### config.mk
export PLATFORM = sky130hd
export DESIGN_NAME = demux_rr_dispatch
export DESIGN_NICKNAME = d
export VERILOG_FILES = /design/src/rtl/demux_pkg.sv /design/src/rtl/decoder_2to4.sv /design/src/rtl/demux_rr_dispatch.sv
export SDC_FILE = /design/constraint.sdc
export NUM_CORES = 1
export LEC_CHECK = 0
export CORE_MARGIN = 4
export CORE_UTILIZATION = 51
export DETAILED_ROUTE_END_ITERATION = 7
export PLACE_DENSITY = 0.86
export SLEW_MARGIN = 10
export SYNTH_ARGS = -nofsm -noshare
export SYNTH_HDL_FRONTEND = slang
export SYNTH_HIERARCHICAL = 1
export SYNTH_SLANG_ARGS = --single-unit
### constraint.sdc
create_clock -name clk -period 3.3 [get_ports clk]
set_input_delay 0.66 -clock clk [delete_from_list [all_inputs] [get_ports clk]]
set_output_delay 0.66 -clock clk [all_outputs]
set_load 0.005 [all_outputs]
### src/rtl/demux_pkg.sv
// Shared types and helpers for the round-robin dispatch demux.
// Holds the channel count, FSM state type and the enabled-channel search.
package demux_pkg;

  localparam int NCH = 4;

  typedef enum logic {
    IDLE,
    SEND
  } state_t;

  // First enabled channel at or above start, wrapping 3->0.
  function automatic logic [1:0] next_en(
    input logic [NCH-1:0] en,
    input logic [1:0]     start
  );
    logic [1:0] idx;
    next_en = start;
    for (int i = NCH-1; i >= 0; i--) begin
      idx = start + i[1:0];
      if (en[idx]) next_en = idx;
    end
  endfunction

endpackage

### src/rtl/decoder_2to4.sv
// Gated 2-to-4 one-hot decoder.
// Output is all zero when en is low.
module decoder_2to4 (
  input  logic       en,
  input  logic [1:0] sel,
  output logic [3:0] y
);

  assign y = en ? (4'b0001 << sel) : 4'b0000;

endmodule

### src/rtl/demux_rr_dispatch.sv
// Round-robin word dispatcher onto four channels.
// Stalled words reroute on timeout or when their channel is disabled.
module demux_rr_dispatch
  import demux_pkg::*;
#(
  parameter int W       = 8,
  parameter int TIMEOUT = 15
) (
  input  logic         clk,
  input  logic         rst,
  input  logic         in_valid,
  output logic         in_ready,
  input  logic [W-1:0] in_data,
  input  logic [3:0]   chan_en,
  output logic [3:0]   out_valid,
  input  logic [3:0]   out_ready,
  output logic [W-1:0] out_data,
  output logic [1:0]   out_sel,
  output logic         timeout_err
);

  localparam logic [7:0] TLIM = 8'(TIMEOUT - 1);

  state_t       state, state_n;
  logic [1:0]   rr_ptr, ptr_n, sel_n;
  logic [7:0]   cnt, cnt_n;
  logic [W-1:0] data_n;
  logic         terr_n;
  logic         en_any, accept, dec_en;

  assign en_any   = |chan_en;
  assign dec_en   = (state == SEND) && en_any;
  assign accept   = dec_en && out_ready[out_sel];
  assign in_ready = (state == IDLE) && en_any;

  decoder_2to4 u_dec (
    .en  (dec_en),
    .sel (out_sel),
    .y   (out_valid)
  );

  always_ff @(posedge clk or posedge rst) begin
    if (rst) begin
      state       <= IDLE;
      rr_ptr      <= 2'd0;
      out_sel     <= 2'd0;
      cnt         <= 8'd0;
      out_data    <= '0;
      timeout_err <= 1'b0;
    end else begin
      state       <= state_n;
      rr_ptr      <= ptr_n;
      out_sel     <= sel_n;
      cnt         <= cnt_n;
      out_data    <= data_n;
      timeout_err <= terr_n;
    end
  end

  always_comb begin
    state_n = state;
    ptr_n   = rr_ptr;
    sel_n   = out_sel;
    cnt_n   = cnt;
    data_n  = out_data;
    terr_n  = 1'b0;
    unique case (state)
      IDLE: begin
        if (in_valid && en_any) begin
          data_n  = in_data;
          sel_n   = next_en(chan_en, rr_ptr);
          cnt_n   = 8'd0;
          state_n = SEND;
        end
      end
      SEND: begin
        if (accept) begin
          ptr_n   = out_sel + 2'd1;
          state_n = IDLE;
        end else if (!en_any) begin
          cnt_n = cnt;
        end else if (!chan_en[out_sel]) begin
          sel_n = next_en(chan_en, out_sel + 2'd1);
          cnt_n = 8'd0;
        end else if (cnt >= TLIM) begin
          // Lone enabled channel wraps back onto itself here.
          sel_n  = next_en(chan_en, out_sel + 2'd1);
          cnt_n  = 8'd0;
          terr_n = 1'b1;
        end else begin
          cnt_n = cnt + 8'd1;
        end
      end
      default: state_n = IDLE;
    endcase
  end

endmodule

==> impl_metrics.csv <==
group,metric,value,unit
setup_path,path_max_fanout,5,
power_and_ir_drop,leakage,0.000753,uW
sta,final_hold_viol_count,0,
layout,layout_common_cells,"clkdlybuf4s50_1, dfrtp_1, nor2_1",
setup_path,critPathLaunch,"chan_en[1]",
global_route,grt_max_degree,23,
layout,n_fill_cell,161,
cts,clockBufferDepth,2,
routing,drc,0,
global_route,grt_pass1_vias,1169,
cts,holdBufCountCts,0,
setup_path,cpMaxStageDelayCell,"or4_1",
global_route,antenna_found_initial,0,
cts,postCtsSetupBuffers,0,
synthesis,syn_area,1290,um^2
synthesis,ys.flop_type,"dfrtp_1",
synthesis,syn_nets,147,
floorplan,die_area,3400,um^2
setup_path,ff2ff_path_depth,3,
synthesis,synth-seq-cells,22,
outcome,outcome,"finished clean",
setup_path,end_kind,"output port",
synthesis,synth_cell_types,40,
routing,drtIter0Drc,68,
placed_design,dp_hpwl,2480,um
setup_path,critical-path-top-delay-family,"buffers and inverters",
floorplan,die_y,58.3,um
placed_design,gp_congestion,0.938,
cts,cts_htree_levels,1,
floorplan,die_w,58.3,um
sta,setup_violations,0,
layout,nNetsFinal,186,
layout,areaGrowthSynthToFinish,33.2,%
power_and_ir_drop,irDropWorstVdd,0.000631,V
sta,max_freq,315,MHz
sta,skew,0.00555,ns
global_route,grt.total_usage,20.0,%
run,cap_viol_max_count,0,
cts,clkLatencyLatePin,0.31,ns
layout,multiInputGateArea,681,um^2
setup_path,criticalPathCategory,"in2out",
cts,clk_pin_slew_worst_paths,0.12,ns
sta,relSlewSlack,46.6,%
setup_path,cp.depth,6,
cts,cts_buffers,3,
layout,drive_above_1_share,17.1,%
routing,avgViaCountPerCell,6.07,
cts,cts-root-buf,"clkbuf_4",
setup_path,path_buf_inv,3,
layout,mostFrequentLayoutCell,"clkdlybuf4s50_1",
routing,wl_per_cell,16.7,um
cts,cts_tree,"yes",
power_and_ir_drop,total_power,1300,uW
sta,post-route-period-util,96.2,%
global_route,grt_pass1_wl,5250,um
setup_path,setup.worst_path.end,"out_valid[3]",
cts,ctsResizeCount,0,
power_and_ir_drop,p_per_area,758,nW/um^2
synthesis,seq_area_frac_synth,42.6,%
sta,maxSlewViolCount,0,
floorplan,num_rows,17,
setup_path,critPathLaunchType,"input pin",
synthesis,syn_avg_cell_area,10.3,um^2
sta,grt_setup_unrepaired,"false",
sta,worst_pin_slew,0.800,ns
synthesis,synth_cells,126,
placed_design,io_buffers,34,
setup_path,rrSetupSlack,0.79,ns
routing,ant_nets,0,
setup_path,reg2reg_to,"out_sel[1]",
sta,fin_tns_setup,0,ns
sta,whs,0.526,ns
setup_path,r2r-start,"out_sel[0]",
synthesis,synthArstFlopShare,100,%
sta,min_period,3.17,ns
layout,seqCellArea,551,um^2
routing,routed_wl,3210,um
synthesis,synth_edf_count,0,
layout,antenna_cells,0,
floorplan,start_util,55.7,%
setup_path,arrival,2.51,ns
routing,drt_pass1_iterations,4,
floorplan,core-area,2320,um^2
hold_path,hold_class,"reg2reg",
setup_path,crit_top_cell,"clkdlybuf4s50_1",
routing,vias,1165,
setup_path,crit_required,2.64,ns
cts,cts.sinks,22,
global_route,grt-ovfl-total,0,
setup_path,crit_chain,"clkdlybuf4s50_1, or4_1, nand2_1, inv_1, and3_2, clkdlybuf4s50_1",
floorplan,ios,35,
hold_path,worstHoldPathCells,1,
setup_path,slowest_delay,0.54,ns
synthesis,yosys_warnings,6,
## worst reg2reg max path, delay by kind of cell (launching register included)
family          cells  cell delay [ns]
flops               1             0.71
mux                 2             1.19
compound gates      1             0.51
## layer usage
layer  GRT usage (%)  vias to the layer above  part of all wire (%)
met1            22.5                      552                    37
met3            2.63                        9                   7.4
li1                -                      541                     -
met4            7.95                        0                   1.9
met2            37.5                       63                    53
met5               0                        -                     0
## area by class of cell
class | instances | share of cell area, %
Clock buffer | 4 | 2.11
Inverter | 7 | 1.53
Multi-Input combinational cell | 90 | 39.5
Tap cell | 28 | 2.03
Sequential cell | 22 | 32.0
Timing Repair Buffer | 41 | 22.8
## Yosys cell counts, types with 2 or more instances
cell type,count,share of area (%)
nor3_1,2,0.77
nand2_1,9,2.6
inv_1,7,2.0
xor2_1,2,1.4
nand2b_1,2,0.97
a21oi_1,5,1.9
and3b_1,2,1.4
a31oi_1,5,2.4
or4_1,2,1.2
clkbuf_1,5,1.5
nand3_1,4,1.5
o22ai_1,2,0.97
nor2_1,14,4.1
mux2_2,10,8.7
a41oi_1,3,2.0
o21ai_0,3,1.2
and3_1,2,0.97
ha_1,2,1.9
nor4_1,2,0.97
o211ai_1,2,1.2
dfrtp_1,22,43
## where the power goes
part	internal, uW	switching, uW	total (uW)
Clock	67.3	81.8	149
Combinational	396	267	663
Sequential	359	133	492
Total	822	482	1300
## sequential cells by signal, summed over array words and instances (netlist names)
name,count
cnt,8
out_data,8
out_sel,2
rr_ptr,2
state,1
timeout_err,1
## worst min-delay path by stage
| stage | startpoint | end | slack, ns |
|---|---|---|---|
| 6_report | out_data[1] | out_data[1] | 0.53 |
| 3_3_place_gp | cnt[7] | cnt[7] | 0.49 |
| 4_1_cts | out_data[7] | out_data[7] | 0.53 |
| 5_1_grt | out_data[0] | out_data[0] | 0.55 |
| 2_1_floorplan | cnt[7] | cnt[7] | 0.46 |
| 3_5_place_dp | out_data[1] | out_data[1] | 0.50 |
## stage by stage
stage | util (%) | setup WS (ns) | instances | cell area [um^2]
after floorplan | - | 0.773 | 126 | 1290
after global placement | 72.7 | 0.195 | 188 | 1690
after detailed placement | 72.7 | 0.141 | 188 | 1690
after CTS | 74.3 | 0.131 | 192 | 1720
after global routing | 74.3 | 0.0725 | 192 | 1720
final | 74.3 | 0.126 | 192 | 1720
## cell families after synthesis
kind of cell	after synthesis	share of synthesized area [%]
AND/OR/NAND/NOR	46	19.6
AO/OA/AOI/OAI	27	16.6
adder cells (fa/ha/maj)	2	1.94
buffers and inverters	14	4.74
flip-flops	22	42.6
XOR/XNOR	2	1.36
multiplexers	13	13.3
(Power assumes the default switching activity.)
